<file path="config.mk">
export PLATFORM = sky130hd
export DESIGN_NAME = conv3x3_slow_mac
export DESIGN_NICKNAME = d
export VERILOG_FILES = /design/src/rtl/conv3x3_slow_mac.sv
export SDC_FILE = /design/constraint.sdc
export NUM_CORES = 1
export LEC_CHECK = 0
export CAP_MARGIN = 10
export CORE_UTILIZATION = 30
export CTS_CLUSTER_DIAMETER = 150
export CTS_CLUSTER_SIZE = 16
export DETAILED_ROUTE_END_ITERATION = 12
export GPL_TIMING_DRIVEN = 0
export HOLD_SLACK_MARGIN = 0.15
export PLACE_DENSITY = 0.53
export SLEW_MARGIN = 0
export SYNTH_ARGS = -nofsm -noshare
export SYNTH_HDL_FRONTEND = slang
export SYNTH_SLANG_ARGS = --single-unit
</file>
<file path="constraint.sdc">
create_clock -name clk -period 5.15 [get_ports clk]
set_input_delay 1.03 -clock clk [delete_from_list [all_inputs] [get_ports clk]]
set_output_delay 1.03 -clock clk [all_outputs]
set_load 0.01 [all_outputs]
</file>
<file path="src/rtl/conv3x3_slow_mac.sv">
// Serial 3x3 convolution MAC: steps tap index 0..8, accumulates weight*pixel, hands off via valid/ready.
// Optional ReLU on the registered result when CONV3X3_RELU_EN is defined.
module conv3x3_slow_mac #(
    parameter int DATA_W = 8,
    parameter int ACC_W  = 20
) (
    input  logic                     clk,
    input  logic                     rst,
    input  logic                     start,
    output logic                     busy,
    output logic [3:0]               cnt,
    input  logic signed [DATA_W-1:0] weight,
    input  logic signed [DATA_W-1:0] pixel,
    output logic                     out_valid,
    input  logic                     out_ready,
    output logic signed [ACC_W-1:0]  result
);

    localparam logic [1:0] S_IDLE = 2'd0;
    localparam logic [1:0] S_MAC  = 2'd1;
    localparam logic [1:0] S_DONE = 2'd2;

    logic [1:0]                state;
    logic signed [ACC_W-1:0]   acc;
    logic signed [ACC_W-1:0]   acc_next;
    logic signed [ACC_W-1:0]   result_load;
    logic signed [2*DATA_W-1:0] prod;
    logic signed [ACC_W-1:0]   prod_ext;

    always_comb begin
        prod     = weight * pixel;
        prod_ext = {{(ACC_W-2*DATA_W){prod[2*DATA_W-1]}}, prod};
        acc_next = acc + prod_ext;
`ifdef CONV3X3_RELU_EN
        result_load = acc_next[ACC_W-1] ? '0 : acc_next;
`else
        result_load = acc_next;
`endif
    end

    always_ff @(posedge clk or posedge rst) begin
        if (rst) begin
            state  <= S_IDLE;
            cnt    <= '0;
            acc    <= '0;
            result <= '0;
        end else begin
            case (state)
                S_IDLE: begin
                    cnt <= '0;
                    if (start) begin
                        acc   <= '0;
                        state <= S_MAC;
                    end
                end
                S_MAC: begin
                    acc <= acc_next;
                    if (cnt == 4'd8) begin
                        // last tap: the result register sees the sum including this product
                        cnt    <= '0;
                        result <= result_load;
                        state  <= S_DONE;
                    end else begin
                        cnt <= cnt + 4'd1;
                    end
                end
                S_DONE: begin
                    if (out_ready)
                        state <= S_IDLE;
                end
                default: begin
                    state <= S_IDLE;
                    cnt   <= '0;
                end
            endcase
        end
    end

    assign busy      = (state == S_MAC) || (state == S_DONE);
    assign out_valid = (state == S_DONE);

endmodule

</file>
# [Word level (Yosys, flattened, before mapping)]
# Index checks and enable logic that the tools add are counted.
[op_classes] addsub=2 multipliers=1 n_eq_ne=6 muxes=8 reduce_logical=6
[op_table] cell="20-bit case mux with 2 select lines" count=1
[op_table] cell="20-bit by 16-bit adder with 20-bit output" count=1
[op_table] cell="20-bit two-way mux" count=1
[op_table] cell="8-bit by 8-bit multiplier with 16-bit output" count=1
[op_table] cell="4-bit case mux with 2 select lines" count=1
[op_table] cell="2-bit two-way mux" count=3
[op_table] cell="2-bit case mux with 3 select lines" count=1
[op_table] cell="4-bit by 1-bit adder with 4-bit output, second input constant" count=1
[op_table] cell="4-bit == test, second input constant" count=1
[op_table] cell="4-bit two-way mux" count=1
[op_table] cell="2-bit != test, second input constant" count=2
[op_table] cell="2-bit AND reduction" count=2
[op_table] cell="3-bit AND reduction" count=1
[op_table] cell="2-bit by 1-bit == test with 1-bit output, second input constant" count=1
[op_table] cell="2-bit == test, second input constant" count=1
[op_table] cell="2-bit logical NOT" count=1
[op_table] cell="2-bit by 1-bit != test with 1-bit output, second input constant" count=1
[op_table] cell="2-bit nonzero test" count=1
[op_table] cell="1-bit logical OR" count=1
[word_totals] reg_bits=46 input_bits=20 output_inout_bits=26 word_cells=27

# [Logic depth before layout (Yosys ltp)]
[depth] ltp_word=3 ltp_mapped=19 ltp_nobuf=18

# [Worst setup path after synthesis]
# OpenSTA, ideal clock, no wires.
[synth_timing] path_kind="input to register" from="in pixel[0]" to="reg acc[14]" setup_ns=0.074 t_arrival_ns=5.837 required_time_ns=5.076 path_slack_ns=-0.761 cell_stages=15 n_path_buf=0 cell_sequence="and2_1 inv_1 fa_1 inv_1 fa_1 fa_1 fa_1 fa_1 ha_1 and3_2 a221oi_2 o21ai_2 a2111o_1 o311a_2 o21ai_2"
[synth_via] elab_chain_len=3
[synth_rtl] item="start: declaration" line_no="13" rtl="input logic signed [DATA_W-1:0] pixel,"
[synth_rtl] item="8-bit by 8-bit multiplier with 16-bit output" line_no="31" rtl="prod = weight * pixel;"
[synth_rtl] item="20-bit by 16-bit adder with 20-bit output" line_no="33" rtl="acc_next = acc + prod_ext;"
[synth_rtl] item="20-bit case mux with 2 select lines" line_no="48" rtl="case (state)"
[synth_rtl] item="end signal: assignment" line_no="57" rtl="acc <= acc_next;"
[synth_rtl] item="end: declaration" line_no="24" rtl="logic signed [ACC_W-1:0] acc;"
# Every way passes these cells.
# A chain may end at the register's enable or synchronous reset.

# [Worst setup path after layout]
[layout_timing] from="in pixel[0]" to="reg acc[17]"
# Same word-level chain as after synthesis.

==> metrics.yaml <==
clock_network:
  clock_sinks: 46
  numCtsBuffers: 5
  path_clk_slew_ns: 0.06
  cts_buffer_depth: 2
  htreeDepth: 2
  cts-root-buf: "clkbuf_16"
  cts_tree: "built"
  clk_latency_ns: 0.28
synthesis:
  syn_area_um2: 5380
  ys_seq_area_frac: 0.214
  synthCells: 544
  yosys.area.top_type: "fa_1"
  synth_flop_cell: "dfrtp_1"
  synth_top_area_share: 0.328
  synthesis.nets: 703
  synth_area_leaders: "fa_1 (33%), dfrtp_1 (21%), ha_1 (12%)"
  ys_types: 45
  synth_edf_count: 0
  synthArstFlopShare: 1.00
  synth_area_per_cell_um2: 9.88
  ys_warn_count: 0
  synth-seq-cells: 46
setup_path:
  reg2reg_from: "acc[6]"
  r2r_slack_ns: 0.47
  crit_path_end_kind: "flip-flop"
  startpoint_type: "primary input"
  reg2reg_depth: 16
  cp_data_arrival_time_ns: 5.38
  cp-startpoint: "pixel[0]"
  crit_required_ns: 5.32
  worst_r2r_endpoint: "acc[17]"
  critPathKind: "primary input to flip-flop"
  worstPathMaxFanout: 5
sta:
  slew_headroom: 0.602
  rsz0062_at_grt: "true"
  skew_ns: 0.00440
  postLayoutSetupSlackWorst_ns: -0.0612
  hold_viol: 0
  slew_viol_final: 0
  fin_crit_ns: 5.21
  fin_crit_sh: 1.01
  timing.fmax_mhz: 192
  holdWs_ns: 0.476
  worst_slew_pin_slew_ns: 0.596
  final-setup-viol-count: 4
detailed_routing:
  ant_nets: 0
  drt_wl_total_mm: 12.2
  vias_per_cell: 4.70
  wl_per_cell_um: 14.4
  first_pass_iters: 4
  drc: 0
  dr.first_iter.drc_count: 96
  vias: 3957
place:
  hpwl_mm: 10.1
  gp_congestion: 0.812
  port_buffers: 44
grt:
  grt_antenna_before_repair: 0
  grt_max_degree: 31
  grt_pass1_vias: 4197
  grt_pass1_wl_mm: 21.0
  overflow: 0
  grtUsageTotal: 0.144
finish:
  diodes: 0
  fill_cells: 1722
  final_layout_size_suffix_gt1_frac: 0.180
  layout_common_cells: "inv_1 (85), fa_1 (82), nand2_1 (75), dfrtp_1 (46), ha_1 (34)"
  layout_commonest_cell: "inv_1"
  finalNetCount: 776
  area_growth_pct: 29.2
worst_hold_path:
  holdPathEnd: "result[0]"
  holdPathStages: 2
  min_from: "result[0]"
  hp-class: "flip-flop to flip-flop"
outcome:
  failed_checks: "negative setup slack"
  outcome: "complete, but fails checks"
floorplanning:
  die_w_um: 136
  start_util: 0.309
  ios: 46
  row_count: 48
  die_y_um: 136
  die-area_um2: 18500
  core_um2: 17400
run:
  cap_violations: 0
==> cell usage after synthesis, types with 2 or more instances <==
| cell | n |
|---|---|
| a21o_1 | 4 |
| a21oi_1 | 13 |
| a22o_1 | 6 |
| a31o_2 | 3 |
| and2_1 | 35 |
| clkbuf_1 | 8 |
| dfrtp_1 | 46 |
| fa_1 | 88 |
| ha_1 | 51 |
| inv_1 | 92 |
| mux2i_1 | 2 |
| nand2_1 | 80 |
| nand2b_1 | 3 |
| nand3_1 | 4 |
| nand4_1 | 2 |
| nor2_1 | 17 |
| nor3_1 | 6 |
| nor4_1 | 2 |
| o21ai_0 | 33 |
| o21ai_2 | 3 |
| o21bai_1 | 3 |
| o31ai_1 | 2 |
| or4_1 | 2 |
| xnor2_1 | 13 |
| xor2_1 | 6 |
==> layout make-up <==
cell class	instances	area, um2	area share
multi-input combinational	395	4240	0.611
sequential	46	1150	0.166
timing repair buffer	66	724	0.104
inverter	93	354	0.0510
tap	225	282	0.0405
clock buffer	7	133	0.0191
buffer	10	55.1	0.00793
==> how the worst max path moves through the flow <==
stage / slack [ns] / depth (start not counted) / end
2_1_floorplan: -0.24 / 15 / acc[17]
3_3_place_gp: -1.29 / 16 / acc[17]
6_report: -0.06 / 16 / acc[17]
5_1_grt: -0.18 / 16 / acc[17]
3_5_place_dp: -1.28 / 16 / acc[17]
4_1_cts: -0.06 / 16 / acc[17]
==> registers in the layout, indices dropped and copies added, names as in the netlist <==
signal and flops:
state 2, acc 20, cnt 4, result 20
==> repair_timing <==
| item | 4_1_cts | 5_1_grt |
|---|---|---|
| buffers inserted | 8 | 13 |
| gates resized for setup | 139 | 21 |
| setup endpoints to repair | 25 | 14 |
| pin swaps | 22 | 14 |
| hold buffers | 0 | 0 |
==> metal layers <==
metal  vias up  GRT usage  routed length [um]
met4         0     0.0333                 129
met2        51      0.245                6170
met3         8     0.0194                 276
met1      2018      0.193                5580
met5         -          0                   0
li1       1880          -                   -
==> worst max-delay path, cell delays in order <==
cell,delay [ns]
buf_12,0.08
and2_4,0.16
inv_2,0.04
fa_1,0.48
inv_2,0.04
fa_1,0.51
fa_1,0.43
fa_1,0.55
fa_2,0.47
ha_4,0.17
a21o_1,0.20
a31o_4,0.24
o2111ai_4,0.21
a311oi_2,0.14
or3_1,0.36
a32o_1,0.25
==> logic make-up (layout without fill, tap and decap cells) <==
| family | Yosys count | in the layout | share of synthesized area |
|---|---|---|---|
| adder cells (fa/ha/maj) | 139 | 139 | 0.446 |
| XOR/XNOR | 19 | 19 | 0.0310 |
| AO/OA/AOI/OAI | 79 | 79 | 0.0971 |
| flip-flops | 46 | 46 | 0.214 |
| buffers and inverters | 103 | 176 | 0.0722 |
| AND/OR/NAND/NOR | 156 | 156 | 0.135 |
| multiplexers | 2 | 2 | 0.00372 |
==> through the flow <==
| step | util | setup WS (ns) | std cells | instance area [um2] | TNS, ns |
|---|---|---|---|---|---|
| 6_report | 0.399 | -0.0612 | 842 | 6940 | -0.101 |
| 5_1_grt | 0.399 | -0.185 | 842 | 6940 | -1.22 |
| 4_1_cts | 0.384 | -0.0645 | 829 | 6690 | -0.253 |
| 3_5_place_dp | 0.361 | -1.28 | 814 | 6290 | -23.28 |
| 3_3_place_gp | 0.360 | -1.29 | 813 | 6270 | -23.29 |
| 2_1_floorplan | - | -0.237 | 544 | 5540 | -0.847 |
Power is left out: the tool's default activity adds up to more than one toggle a clock period on the data nets, which glitch-free logic cannot reach.
